--- src/rtl/mem_access_ctrl.sv ---
// mem_access_ctrl: load/store initiator for the 4-bank byte-lane data memory.
// Rotates lanes between address order and bank order, sign/zero-extends loads,
// and performs read-modify-write for byte/half stores because the memory
// always writes all four lanes.
// Optional build macro: MISALIGN_TRAP_EN (reject misaligned half/word requests).
module mem_access_ctrl #(
  parameter int ADDR_W = 12
) (
  input  logic              clk,
  input  logic              rst,
  input  logic              req,
  input  logic              we,
  input  logic [1:0]        size,
  input  logic              sext,
  input  logic [ADDR_W-1:0] addr,
  input  logic [31:0]       wdata,
  output logic              ready,
  output logic              done,
  output logic              err,
  output logic [31:0]       rdata,
  output logic [ADDR_W-1:0] mem_a,
  output logic [31:0]       mem_di,
  output logic              mem_wr,
  input  logic [31:0]       mem_do
);

  typedef enum logic [2:0] {
    S_IDLE,
    S_READ,
    S_CAPT,
    S_WRITE,
    S_DONE
  } state_t;

  state_t            state_reg, state_next;
  logic [ADDR_W-1:0] mem_a_reg;
  logic [31:0]       wbuf_reg;
  logic [31:0]       rdata_reg;
  logic [1:0]        k_reg;
  logic [1:0]        size_reg;
  logic              we_reg;
  logic              sext_reg;
  logic [15:0]       wdata_reg;
  logic              trap;
  logic [31:0]       aligned_word;
  logic [31:0]       load_value;
  logic [31:0]       store_image;

  // Rotate left by whole bytes: bank-ordered lanes -> address-ordered word.
  function automatic logic [31:0] rotl8(input logic [31:0] x, input logic [1:0] k);
    case (k)
      2'd0:    rotl8 = x;
      2'd1:    rotl8 = {x[23:0], x[31:24]};
      2'd2:    rotl8 = {x[15:0], x[31:16]};
      default: rotl8 = {x[7:0],  x[31:8]};
    endcase
  endfunction

  // Rotate right by whole bytes: address-ordered word -> bank-ordered lanes.
  function automatic logic [31:0] rotr8(input logic [31:0] x, input logic [1:0] k);
    rotr8 = rotl8(x, 2'd0 - k);
  endfunction

`ifdef MISALIGN_TRAP_EN
  logic err_reg;

  // Half needs an even address, word (size 10/11) needs a 4-byte-aligned one.
  assign trap = ((size == 2'b01) && addr[0]) || (size[1] && (addr[1:0] != 2'b00));
  assign err  = err_reg;

  // Error flag is raised on a rejected accept and dropped as DONE is left.
  always_ff @(posedge clk) begin
    if (rst) begin
      err_reg <= 1'b0;
    end else if (state_reg == S_IDLE && req) begin
      err_reg <= trap;
    end else if (state_reg == S_DONE) begin
      err_reg <= 1'b0;
    end
  end
`else
  assign trap = 1'b0;
  assign err  = 1'b0;
`endif

  assign ready  = (state_reg == S_IDLE);
  assign done   = (state_reg == S_DONE);
  assign mem_wr = (state_reg == S_WRITE);
  assign mem_a  = mem_a_reg;
  assign mem_di = wbuf_reg;
  assign rdata  = rdata_reg;

  // Memory data brought into address order and shaped for load/merge.
  always_comb begin
    aligned_word = rotl8(mem_do, k_reg);
    case (size_reg)
      2'b00:   load_value = sext_reg ? {{24{aligned_word[31]}}, aligned_word[31:24]}
                                     : {24'd0, aligned_word[31:24]};
      2'b01:   load_value = sext_reg ? {{16{aligned_word[31]}}, aligned_word[31:16]}
                                     : {16'd0, aligned_word[31:16]};
      default: load_value = aligned_word;
    endcase
    if (size_reg == 2'b00) begin
      store_image = {wdata_reg[7:0], aligned_word[23:0]};
    end else begin
      store_image = {wdata_reg[15:0], aligned_word[15:0]};
    end
  end

  // State register.
  always_ff @(posedge clk) begin
    if (rst) begin
      state_reg <= S_IDLE;
    end else begin
      state_reg <= state_next;
    end
  end

  // Next-state logic: word stores skip the read, loads skip the write.
  always_comb begin
    state_next = state_reg;
    case (state_reg)
      S_IDLE: begin
        if (req) begin
          if (trap) begin
            state_next = S_DONE;
          end else if (we && size[1]) begin
            state_next = S_WRITE;
          end else begin
            state_next = S_READ;
          end
        end
      end
      S_READ:  state_next = S_CAPT;
      S_CAPT:  state_next = we_reg ? S_WRITE : S_DONE;
      S_WRITE: state_next = S_DONE;
      S_DONE:  state_next = S_IDLE;
      default: state_next = S_IDLE;
    endcase
  end

  // Request latch, memory address/data registers and load result.
  always_ff @(posedge clk) begin
    if (rst) begin
      mem_a_reg <= '0;
      wbuf_reg  <= '0;
      rdata_reg <= '0;
      k_reg     <= '0;
      size_reg  <= '0;
      we_reg    <= 1'b0;
      sext_reg  <= 1'b0;
      wdata_reg <= '0;
    end else begin
      case (state_reg)
        S_IDLE: begin
          if (req && !trap) begin
            mem_a_reg <= addr;
            k_reg     <= addr[1:0];
            size_reg  <= size;
            we_reg    <= we;
            sext_reg  <= sext;
            wdata_reg <= wdata[15:0];
            // Word stores need no read, so their lane image is ready now.
            if (we && size[1]) begin
              wbuf_reg <= rotr8(wdata, addr[1:0]);
            end
          end
        end
        S_CAPT: begin
          if (we_reg) begin
            wbuf_reg <= rotr8(store_image, k_reg);
          end else begin
            rdata_reg <= load_value;
          end
        end
        default: ;
      endcase
    end
  end

endmodule
--- config.mk ---
export PLATFORM = sky130hd
export DESIGN_NAME = mem_access_ctrl
export DESIGN_NICKNAME = d
export VERILOG_FILES = /design/src/rtl/mem_access_ctrl.sv
export SDC_FILE = /design/constraint.sdc
export NUM_CORES = 1
export LEC_CHECK = 0
export BUFFER_PORTS_ARGS = -buffer_cell sky130_fd_sc_hd__buf_2
export CAP_MARGIN = 25
export CORE_MARGIN = 2
export CORE_UTILIZATION = 59
export CTS_CLUSTER_SIZE = 10
export DETAILED_ROUTE_END_ITERATION = 6
export PLACE_DENSITY = 0.89
export SLEW_MARGIN = 20
export SYNTH_ARGS = -nofsm -noshare
export SYNTH_HDL_FRONTEND = slang
export SYNTH_SLANG_ARGS = --single-unit
--- constraint.sdc ---
create_clock -name clk -period 2.5 [get_ports clk]
set_input_delay 0.125 -clock clk [delete_from_list [all_inputs] [get_ports clk]]
set_output_delay 0.125 -clock clk [all_outputs]
set_load 0.02 [all_outputs]
==> impl_metrics.py <==
metrics = {
    "logic_synthesis": {
        "syn_area_mm2": 0.00676,
        "yosys.area.top_type": "dfxtp_1",
        "ys_types": 60,
        "yosys-top-cells-count": "nand2_1 (126), dfxtp_1 (99), a21oi_1 (89)",
        "synthMuxAreaShare_pct": 19.7,
        "synth_top_family_by_area": "compound AO/OA/AOI/OAI gates",
        "async_reset_ff_share_pct": 0,
        "synth-simple-area-share_pct": 13.6,
        "synth_warnings": 0,
        "netlist_instances": 796,
        "syn_avg_cell_area_um2": 8.50,
        "synth_compound_area_share_pct": 29.4,
        "dominantRegCellSynth": "dfxtp_1",
        "yosysSeqAreaShare_pct": 29.3,
        "synth_fp_nets": 879,
        "synth.top_cell.area_share_pct": 29.3,
        "yosysMostFrequentCell": "nand2_1",
        "synthAdderAreaFrac_pct": 0,
        "synthTopCellsByArea": "dfxtp_1 (29%), mux4_2 (13%), nand2_1 (7.0%)",
        "synth_edf_count": 0,
        "synth_seq_cells": 99,
        "synth_xor_area_share_pct": 0,
    },
    "sta": {
        "final-hold-violation-count": 0,
        "drv_slew": 0,
        "fin_crit_ns": 2.21,
        "max_freq_mhz": 453,
        "grt_setup_unrepaired": "no",
        "tns_ns": 0,
        "fin_skew_ns": 0.00716,
        "period_share_pct": 88.3,
        "max_slew_margin_pct": 50.0,
        "tightest_slew_ns": 0.750,
        "finalSetupViolCount": 0,
    },
    "finish": {
        "nets": 994,
        "fillCellCount": 895,
        "drive_gt1_share_pct": 30.2,
        "synthToLayoutAreaGrowth_pct": 16.6,
        "diodes": 0,
        "final_cells": 1059,
        "stdcell_area_mm2": 0.00788,
    },
    "worst_hold_path": {
        "hold_path_class": "input port to register",
    },
    "worst_setup_path": {
        "critPathCaptureType": "register",
        "startpoint_type": "register",
        "crit_family": "simple AND/OR/NAND/NOR gates",
        "arrival_ns": 2.48,
        "critPathMaxFanout": 31,
        "worst-path-buf-inv": 1,
        "critical-path-slowest-cell": "or3b_1",
        "worst_ep_required_time_ns": 2.77,
        "max_stage_delay_ns": 0.72,
        "cp_cell_sequence": "or3b_1, a21oi_4, buf_12, o221ai_1, a21oi_1",
        "critical_path_class": "register to register",
    },
    "pwr": {
        "cellLeakagePower_uw": 0.00310,
        "ir_drop_uv": 424,
        "p_per_area_mw_per_mm2": 665,
        "finalPower_uw": 5240,
    },
    "clocking": {
        "post-cts-setup-buffers": 0,
        "clkLatencyLatePin_ns": 0.36,
        "htree_levels": 3,
        "cts_tree": "yes",
        "numCtsBuffers": 9,
        "cts-root-buf": "clkbuf_16",
        "clock_path_buffers": 2,
        "clk_pin_slew_ns": 0.07,
        "numClockSinks": 99,
    },
    "drt": {
        "dr.pass1.iters": 7,
        "wl_per_cell_um": 19.6,
        "dr_total_vias": 7019,
        "totalWireLength_mm": 20.7,
        "drt_iter0_drc": 1009,
        "ant_nets": 0,
        "viasPerCell": 6.63,
        "drc_errors": 0,
    },
    "floorplan": {
        "die_h_um": 111,
        "die_area_mm2": 0.0123,
        "core_mm2": 0.0113,
        "io_pins": 163,
        "die_x_um": 111,
        "num_rows": 39,
        "start_util_pct": 59.7,
    },
    "global_routing": {
        "grt_max_degree": 47,
        "grt_use_total_pct": 33.2,
        "grt_overflow_total": 0,
        "grt_pass1_vias": 6360,
        "antenna_found_initial": 0,
        "grt_pass1_wl_mm": 33.7,
    },
    "outcome": {
        "status": "finished clean",
    },
    "placed_design": {
        "placed_cell_area_mm2": 0.00752,
        "dp_hpwl_mm": 14.7,
        "placedCellCount": 1042,
        "gp_congestion": 0.938,
        "io_buffer_count": 161,
    },
    "job": {
        "max_cap_violations": 0,
    },
}
[layer usage]
metal	wire, um	part of all wire [%]	vias to the layer above	track usage, %
li1	-	-	3231	-
met4	551	2.7	0	11.8
met2	9310	45	494	50.5
met1	8610	41	3243	48.5
met5	0	0	-	0
met3	2280	11	51	5.19
[what timing repair did]
action / 4_1_cts / 5_1_grt
resized for setup: 0 / 0
endpoints found under the hold margin: 1 / 0
hold buffers: 1 / 0
[per-stage QoR]
stage	hold WS, ns	setup slack, ns	utilization [%]
floorplan	0.261	0.676	-
global route	0.0175	0.209	69.6
global placement	0.367	0.491	66.4
finish	0.00256	0.292	69.6
detailed placement	0.372	0.391	66.4
CTS	0.00635	0.353	69.6
[final timing paths]
check | to | cells after the start | from | slack (ns)
hold / removal | mem_a[3]$_SDFFE_PP0P_ | 3 | addr[3] | 0.003
hold reg to reg | mem_a[4]$_SDFFE_PP0P_ | 2 | mem_a[4]$_SDFFE_PP0P_ | 0.45
setup / recovery | mem_di[31]$_SDFFE_PP0P_ | 5 | state_reg[1]$_SDFFE_PP0P_ | 0.29
setup reg to reg | mem_di[31]$_SDFFE_PP0P_ | 5 | state_reg[1]$_SDFFE_PP0P_ | 0.29
[cells by family (layout without fill, tap and decap cells)]
| family | count (synthesis) | after routing |
|---|---|---|
| AOI/OAI and AO/OA | 307 | 307 |
| and+or+nand+nor | 209 | 209 |
| buffers and inverters | 101 | 221 |
| DFF | 99 | 99 |
| muxes | 79 | 79 |
| other | 1 | 1 |
[final cells by class]
type                    count  area, um2  area share [%]
multi-input cells         596       4250            53.9
flip-flops and latches     99       1990            25.2
repair buffers            189       1060            13.4
clock buffers              11        243            3.08
well taps                 143        179            2.27
clock inverters             5        108            1.37
inverters                  16       60.1           0.762
[placed cells by master, fill, tap and decap left out, types with 24 or more instances in the layout]
| cell | instances |
|---|---|
| buf_2 | 161 |
| dfxtp_1 | 97 |
| mux4_2 | 38 |
| nand2_1 | 126 |
| nor2_1 | 38 |
| buf_4 | 24 |
| o21ai_1 | 24 |
| o221ai_1 | 30 |
| a21oi_1 | 89 |
| o21ai_0 | 59 |
[worst reg2reg max path, stage by stage, from the launching register on]
cell      delay (ns)
dfxtp_1         0.54
or3b_1          0.72
a21oi_4         0.26
buf_12          0.20
o221ai_1        0.18
a21oi_1         0.23
[power by group]
group / switching, uW / leakage (uW) / total (uW) / internal [uW]
combinational: 1030 / 0.00212 / 1670 / 640
clock: 633 / 0.000170 / 1650 / 1010
sequential: 172 / 0.000812 / 1930 / 1760
total: 1830 / 0.00310 / 5240 / 3410
(Power assumes the default switching activity.)
